File: config.mk
export PLATFORM = sky130hd
export DESIGN_NAME = tour_cmd_sched_flat
export DESIGN_NICKNAME = d
export VERILOG_FILES = /design/src/rtl/tour_cmd_sched_if.sv /design/src/rtl/tour_cmd_sched.sv /design/src/flat_wrapper.sv
export SDC_FILE = /design/constraint.sdc
export NUM_CORES = 1
export LEC_CHECK = 0
export ABC_AREA = 1
export CORE_MARGIN = 4
export CORE_UTILIZATION = 39
export CTS_BUF_LIST = sky130_fd_sc_hd__clkbuf_2
export DETAILED_ROUTE_END_ITERATION = 8
export DONT_BUFFER_PORTS = 1
export HOLD_SLACK_MARGIN = 0.08
export PLACE_DENSITY = 0.57
export SETUP_SLACK_MARGIN = 0.4
export SYNTH_ARGS = -nofsm -noshare
export SYNTH_HDL_FRONTEND = slang
export SYNTH_SLANG_ARGS = --single-unit
export TNS_END_PERCENT = 5
File: constraint.sdc
create_clock -name clk -period 2.19 [get_ports clk]
set_input_delay 0.219 -clock clk [delete_from_list [all_inputs] [get_ports clk]]
set_output_delay 0.219 -clock clk [all_outputs]
set_load 0.05 [all_outputs]
File: src/rtl/tour_cmd_sched_if.sv
// Link between the command scheduler and the RemoteComm BLE/UART master.
// The scheduler is the master: it drives the command word and both pulses.
interface tour_cmd_sched_if;
    logic [15:0] cmd;
    logic        send_cmd;
    logic        cmd_sent;
    logic        resp_rdy;
    logic [7:0]  resp;
    logic        clr_rx_rdy;

    // send_cmd and clr_rx_rdy are single-cycle pulses; cmd_sent and resp_rdy
    // are levels that the scheduler samples only in the states waiting for them.
    modport master (
        output cmd, send_cmd, clr_rx_rdy,
        input  cmd_sent, resp_rdy, resp
    );

    modport slave (
        input  cmd, send_cmd, clr_rx_rdy,
        output cmd_sent, resp_rdy, resp
    );
endinterface

File: src/rtl/tour_cmd_sched.sv
// Queues 16-bit Knight commands and issues them one at a time to RemoteComm,
// checking each completion byte and stopping on a bad byte, timeout or abort.
module tour_cmd_sched #(
    parameter int unsigned DEPTH    = 8,
    parameter int unsigned TMO_CYC  = 10000000,
    parameter logic [7:0]  ACK_BYTE = 8'hA5
) (
    input  logic                   clk,
    input  logic                   rst_n,
    input  logic                   i_push,
    input  logic [15:0]            i_wr_data,
    input  logic                   i_start,
    input  logic                   i_abort,
    tour_cmd_sched_if.master       rc,
    output logic                   o_full,
    output logic                   o_empty,
    output logic                   o_busy,
    output logic                   o_done,
    output logic                   o_err,
    output logic [1:0]             o_err_code,
    output logic [7:0]             o_n_ok,
    output logic [2:0]             o_state
);

    localparam int unsigned AW = $clog2(DEPTH);
    localparam int unsigned CW = AW + 1;
    localparam int unsigned TW = $clog2(TMO_CYC + 1);
    localparam logic [CW-1:0] FULL_CNT = CW'(DEPTH);
    localparam logic [TW-1:0] TMO_VAL  = TW'(TMO_CYC);

    typedef enum logic [2:0] {
        S_IDLE      = 3'd0,
        S_LOAD      = 3'd1,
        S_SEND      = 3'd2,
        S_WAIT_SENT = 3'd3,
        S_WAIT_RESP = 3'd4,
        S_CHECK     = 3'd5,
        S_DONE      = 3'd6,
        S_ERR       = 3'd7
    } state_t;

    state_t          r_state;
    state_t          w_next;
    logic [15:0]     r_mem [DEPTH];
    logic [AW-1:0]   r_wptr;
    logic [AW-1:0]   r_rptr;
    logic [CW-1:0]   r_count;
    logic [15:0]     r_cmd;
    logic [7:0]      r_resp;
    logic [TW-1:0]   r_timer;
    logic            r_done;
    logic            r_err;
    logic [1:0]      r_err_code;
    logic [7:0]      r_n_ok;

    logic            w_full;
    logic            w_empty;
    logic            w_wr;
    logic            w_pop;
    logic            w_ovf;
    logic            w_send;
    logic            w_clr;
    logic            w_restart;
    logic            w_ack;
    logic            w_fail;
    logic [1:0]      w_fail_code;

    assign w_full  = (r_count == FULL_CNT);
    assign w_empty = (r_count == '0);
    assign w_wr    = i_push && !w_full && !i_abort;
    assign w_ovf   = i_push &&  w_full && !i_abort;
    assign w_pop   = (r_state == S_LOAD) && !i_abort;

    always_ff @(posedge clk) begin
        if (w_wr) r_mem[r_wptr] <= i_wr_data;
    end

    always_ff @(posedge clk or negedge rst_n) begin
        if (!rst_n) begin
            r_wptr  <= '0;
            r_rptr  <= '0;
            r_count <= '0;
        end else if (i_abort) begin
            r_wptr  <= '0;
            r_rptr  <= '0;
            r_count <= '0;
        end else begin
            if (w_wr)  r_wptr <= r_wptr + AW'(1);
            if (w_pop) r_rptr <= r_rptr + AW'(1);
            case ({w_wr, w_pop})
                2'b10:   r_count <= r_count + CW'(1);
                2'b01:   r_count <= r_count - CW'(1);
                default: r_count <= r_count;
            endcase
        end
    end

    // DONE and ERR accept a new start exactly like IDLE does.
    always_comb begin
        w_next      = r_state;
        w_send      = 1'b0;
        w_clr       = 1'b0;
        w_restart   = 1'b0;
        w_ack       = 1'b0;
        w_fail      = 1'b0;
        w_fail_code = 2'b00;
        case (r_state)
            S_IDLE, S_DONE, S_ERR: begin
                if (i_start) begin
                    w_restart = 1'b1;
                    w_next    = w_empty ? S_DONE : S_LOAD;
                end
            end
            S_LOAD:      w_next = S_SEND;
            S_SEND: begin
                w_send = 1'b1;
                w_next = S_WAIT_SENT;
            end
            S_WAIT_SENT: if (rc.cmd_sent) w_next = S_WAIT_RESP;
            S_WAIT_RESP: begin
                if (rc.resp_rdy) begin
                    w_next = S_CHECK;
                end else if (r_timer == TMO_VAL) begin
                    w_next      = S_ERR;
                    w_fail      = 1'b1;
                    w_fail_code = 2'b10;
                end
            end
            S_CHECK: begin
                w_clr = 1'b1;
                if (r_resp == ACK_BYTE) begin
                    w_ack  = 1'b1;
                    w_next = w_empty ? S_DONE : S_LOAD;
                end else begin
                    w_next      = S_ERR;
                    w_fail      = 1'b1;
                    w_fail_code = 2'b01;
                end
            end
            default:     w_next = S_IDLE;
        endcase
        if (i_abort) begin
            w_next    = S_IDLE;
            w_send    = 1'b0;
            w_clr     = 1'b0;
            w_restart = 1'b0;
            w_ack     = 1'b0;
            w_fail    = 1'b0;
        end
    end

    // Overflow is written last so it wins over any other error in the same cycle.
    always_ff @(posedge clk or negedge rst_n) begin
        if (!rst_n) begin
            r_state    <= S_IDLE;
            r_cmd      <= '0;
            r_resp     <= '0;
            r_timer    <= '0;
            r_done     <= 1'b0;
            r_err      <= 1'b0;
            r_err_code <= 2'b00;
            r_n_ok     <= '0;
        end else begin
            r_state <= w_next;
            if (w_pop) r_cmd <= r_mem[r_rptr];
            if (r_state == S_WAIT_SENT)      r_timer <= '0;
            else if (r_state == S_WAIT_RESP) r_timer <= r_timer + TW'(1);
            if (r_state == S_WAIT_RESP && rc.resp_rdy) r_resp <= rc.resp;
            if (w_restart) begin
                r_done     <= 1'b0;
                r_err      <= 1'b0;
                r_err_code <= 2'b00;
                r_n_ok     <= '0;
            end
            if (w_ack && r_n_ok != 8'hFF) r_n_ok <= r_n_ok + 8'd1;
            if (w_next == S_DONE) r_done <= 1'b1;
            if (w_fail) begin
                r_err      <= 1'b1;
                r_err_code <= w_fail_code;
            end
            if (w_ovf) begin
                r_err      <= 1'b1;
                r_err_code <= 2'b11;
            end
        end
    end

    assign rc.cmd        = r_cmd;
    assign rc.send_cmd   = w_send;
    assign rc.clr_rx_rdy = w_clr;
    assign o_full        = w_full;
    assign o_empty       = w_empty;
    assign o_busy        = !(r_state == S_IDLE || r_state == S_DONE || r_state == S_ERR);
    assign o_done        = r_done;
    assign o_err         = r_err;
    assign o_err_code    = r_err_code;
    assign o_n_ok        = r_n_ok;
    assign o_state       = r_state;

endmodule

File: src/flat_wrapper.sv
// flat-port wrapper written by rule: the top's interface ports become plain ports
module tour_cmd_sched_flat 
#(
    parameter int unsigned DEPTH    = 8,
    parameter int unsigned TMO_CYC  = 10000000,
    parameter logic [7:0]  ACK_BYTE = 8'hA5
)
  (clk, rst_n, i_push, i_wr_data, i_start, i_abort, o_full, o_empty, o_busy, o_done, o_err, o_err_code, o_n_ok, o_state, rc_cmd, rc_send_cmd, rc_clr_rx_rdy, rc_cmd_sent, rc_resp_rdy, rc_resp);
  tour_cmd_sched_if rc_i ();
  input  logic clk;
  input  logic rst_n;
  input  logic i_push;
  input  logic [15:0] i_wr_data;
  input  logic i_start;
  input  logic i_abort;
  output logic o_full;
  output logic o_empty;
  output logic o_busy;
  output logic o_done;
  output logic o_err;
  output logic [1:0] o_err_code;
  output logic [7:0] o_n_ok;
  output logic [2:0] o_state;
  output wire logic [$bits(rc_i.cmd)-1:0] rc_cmd;
  output wire logic [$bits(rc_i.send_cmd)-1:0] rc_send_cmd;
  output wire logic [$bits(rc_i.clr_rx_rdy)-1:0] rc_clr_rx_rdy;
  input wire logic [$bits(rc_i.cmd_sent)-1:0] rc_cmd_sent;
  input wire logic [$bits(rc_i.resp_rdy)-1:0] rc_resp_rdy;
  input wire logic [$bits(rc_i.resp)-1:0] rc_resp;
  assign rc_cmd = rc_i.cmd;
  assign rc_send_cmd = rc_i.send_cmd;
  assign rc_clr_rx_rdy = rc_i.clr_rx_rdy;
  assign rc_i.cmd_sent = rc_cmd_sent;
  assign rc_i.resp_rdy = rc_resp_rdy;
  assign rc_i.resp = rc_resp;
  tour_cmd_sched #(.DEPTH(DEPTH), .TMO_CYC(TMO_CYC), .ACK_BYTE(ACK_BYTE)) u_core (.clk(clk), .rst_n(rst_n), .i_push(i_push), .i_wr_data(i_wr_data), .i_start(i_start), .i_abort(i_abort), .rc(rc_i), .o_full(o_full), .o_empty(o_empty), .o_busy(o_busy), .o_done(o_done), .o_err(o_err), .o_err_code(o_err_code), .o_n_ok(o_n_ok), .o_state(o_state));
endmodule
==> impl_metrics.toml <==
[outcome]
outcome = "complete, no violations"

[sta]
slew_headroom = 0.664
worst-slew-pin-transition_ps = 505
finalSetupViolations = 0
fin_crit_ps = 2030
fin_skew_ps = 52.4
fin_ws_ps = 158
setup_tns_ps = 0
finalCritPeriodShare = 0.928
hold_ws_ps = 179
fmax_mhz = 492
drv_slew = 0
rsz0062_at_grt = "true"
hold_viol = 0

[setup_path]
slowest_stage = "dfrtp_2"
reg2reg_depth = 13
cpPeakStageDelay_ps = 420
startpoint_type = "register"
r2r_slack_ps = 160
path_cells = "buf_12 > nor2_4 > inv_2 > nor3_4 > buf_6"
rr_endpoint = "u_core.r_count[3]$_DFFE_PN0P_"
critical_path.top_delay_family = "flip-flops"
worstPathRequired_ps = 1970
critPathMaxFanout = 7
crit_buf_inv = 3
worstSetupEndpointType = "primary output"
path_class = "register to primary output"
arrival_ps = 1810
r2r-start = "u_core.r_count[1]$_DFFE_PN0P_"

[routing]
met2_length_um = 9640
wl_per_cell_um = 16.1
drc = 0
antenna_left = 0
viasPerCell = 4.97
wl_met3_um = 1340
drt_iter0_drc = 381
num_vias = 6310
first_pass_iters = 5
wirelength_met1_um = 9140
top_layer = "met4"
drt_wl_total_um = 20400

[floorplanning]
dieWidth_um = 158
start_util = 0.400
die_h_um = 158
pin_count = 67
die-area_sq_um = 25000
num_rows = 54
placeableCoreArea_sq_um = 22000

[global_route]
grt_pass1_wl_um = 32100
grt_max_degree = 74
antenna_found_initial = 2
grt_overflow_total = 0
grt_use_total = 0.162
grt_pass1_vias = 6258

[place]
portBuffers = 0
dp.cells = 1133
routabilityCongestion = 0.855
post_dp_cell_area_sq_um = 9440
pre_cts_slack_ps = 220
dpl.hpwl_um = 12800

[synthesis]
yosys.area.top_type = "edfxtp_1"
yosysSeqAreaShare = 0.644
netlist_area_sq_um = 8800
ys_ff_latch = 201
ys_types = 39
synth_top_area_frac = 0.437
syn_avg_cell_area_sq_um = 10.4
synth_area_leaders = "edfxtp_1 (44%), dfrtp_1 (21%), nor2_1 (6.3%)"
synthesis.nets = 886
yosys_warnings = 0
synthCells = 845

[cells_and_area]
final_area_sq_um = 10600
instances_no_fill = 1269
drive_above_1_share = 0.217
fin_util = 0.480
fin_nets = 992
syn_to_final_growth_pct = 20.0
regArea_sq_um = 5690
multiInputGateArea_sq_um = 2900
fillers = 2045

[power]
power.share.switching = 0.382
clockPowerShare = 0.237
p_total_mw = 10.3
intPower_mw = 6.37
cellLeakagePower_nw = 4.27
seqPwrFrac = 0.511
vdd_drop_max_uv = 389
p_per_area_nw_per_um2 = 976
combPwrFrac = 0.252
p_sw_mw = 3.94

[worst_hold_path]
hold_end = "u_core.r_resp[5]$_DFFE_PN0P_"
min_path_type = "input port to register"
worstHoldStart = "rc_resp[5]"
holdPathStages = 2

[clocking]
path_clk_slew_ps = 80
numCtsBuffers = 51
cts_sinks = 201
h-tree-depth = 2
clkLatencyLatePin_ps = 790
cts_tree = "built"
clk_path_buf_depth = 3
root_buffer = "clkbuf_2"

[flow_run]
drv_cap = 0
-- power by group through the flow --
stage / clock (mW) / combinational, mW / sequential, mW
after floorplan: 0 / 1.60 / 5.32
after global placement: 0 / 2.22 / 5.33
after detailed placement: 0 / 2.24 / 5.34
after CTS: 2.57 / 2.44 / 5.25
after global routing: 2.81 / 2.88 / 5.32
final: 2.44 / 2.60 / 5.27
-- synth_stat cells (all sizes together) --
| master | count |
|---|---|
| a31oi | 1 |
| nand2 | 131 |
| buf | 15 |
| o22ai | 9 |
| nand4 | 6 |
| or2 | 2 |
| xor2 | 8 |
| mux2 | 4 |
| mux2i | 2 |
| clkbuf | 16 |
| a31o | 1 |
| o211ai | 33 |
| edfxtp | 128 |
| nor2 | 150 |
| nand3b | 2 |
| a21oi | 17 |
| clkinv | 1 |
| nand3 | 41 |
| a22o | 1 |
| o21ai | 86 |
| dfrtp | 73 |
| nor4 | 2 |
| inv | 79 |
| fa | 1 |
| nor3 | 11 |
| o32ai | 16 |
| ha | 9 |
-- layout by cell type (no fill, tap or decap), drive strengths merged, types with 11 or more instances in the layout --
master	instances
o32ai	16
o21ai	86
edfxtp	128
dlygate4sd3	35
o211ai	33
inv	78
nand2	131
nand3	41
buf	49
dfrtp	73
nor3	11
a21oi	17
nor2	150
clkbuf	82
-- layout make-up --
cell class / count / area share
Tap cell: 280 / 0.0332
Timing Repair Buffer: 84 / 0.0823
Multi-Input combinational cell: 533 / 0.274
Clock inverter: 7 / 0.00343
Inverter: 80 / 0.0292
Clock buffer: 82 / 0.0388
Sequential cell: 201 / 0.539
Antenna cell: 2 / 0.000474
-- sequential cells by signal (all words and copies together) (netlist names) --
signal and flops:
u_core.rc.cmd 16, u_core.o_err_code 2, u_core.r_count 4, u_core.o_state 3, u_core.r_timer 24, u_core.r_resp 8, u_core.r_mem 128, u_core.o_n_ok 8
u_core.r_rptr 3, u_core.o_err 1, u_core.o_done 1, u_core.r_wptr 3
-- layer usage --
layer | vias to the layer above | track usage
met4 | 0 | 0.0524
met2 | 155 | 0.260
met5 | - | 0
met1 | 2948 | 0.213
met3 | 31 | 0.0457
li1 | 3176 | -
-- cells by family (layout without fill, tap and decap cells) --
group	after synthesis	after routing	share of synthesized area
other	0	2	0
buffers and inverters	111	253	0.0490
AND/OR/NAND/NOR	345	345	0.164
adder cells (fa/ha/maj)	10	10	0.0151
multiplexers	6	6	0.00824
AO/OA/AOI/OAI	164	164	0.112
XOR/XNOR	8	8	0.00796
flip-flops	201	201	0.644
-- timing repair --
item                       CTS  global route
buffers inserted             2             7
pin swaps                    0            21
resized for setup            9            64
hold buffers                35             1
setup endpoints to repair   26           161
hold endpoints to repair   310             1
-- worst max path at each step --
| stage | startpoint | endpoint | slack [ps] | cells after the start |
|---|---|---|---|---|
| final | u_core.o_state[2]$_DFF_PN0_ | rc_send_cmd | 160 | 5 |
| after global routing | u_core.o_state[2]$_DFF_PN0_ | rc_send_cmd | 20 | 5 |
| after CTS | u_core.o_state[2]$_DFF_PN0_ | rc_send_cmd | 50 | 5 |
| after detailed placement | u_core.r_count[1]$_DFFE_PN0P_ | u_core.r_count[3]$_DFFE_PN0P_ | 220 | 13 |
| after global placement | u_core.r_count[0]$_DFFE_PN0P_ | u_core.r_count[3]$_DFFE_PN0P_ | 260 | 13 |
| after floorplan | u_core.r_count[0]$_DFFE_PN0P_ | u_core.r_count[3]$_DFFE_PN0P_ | 90 | 13 |
Power figures use the tool's default switching activity.
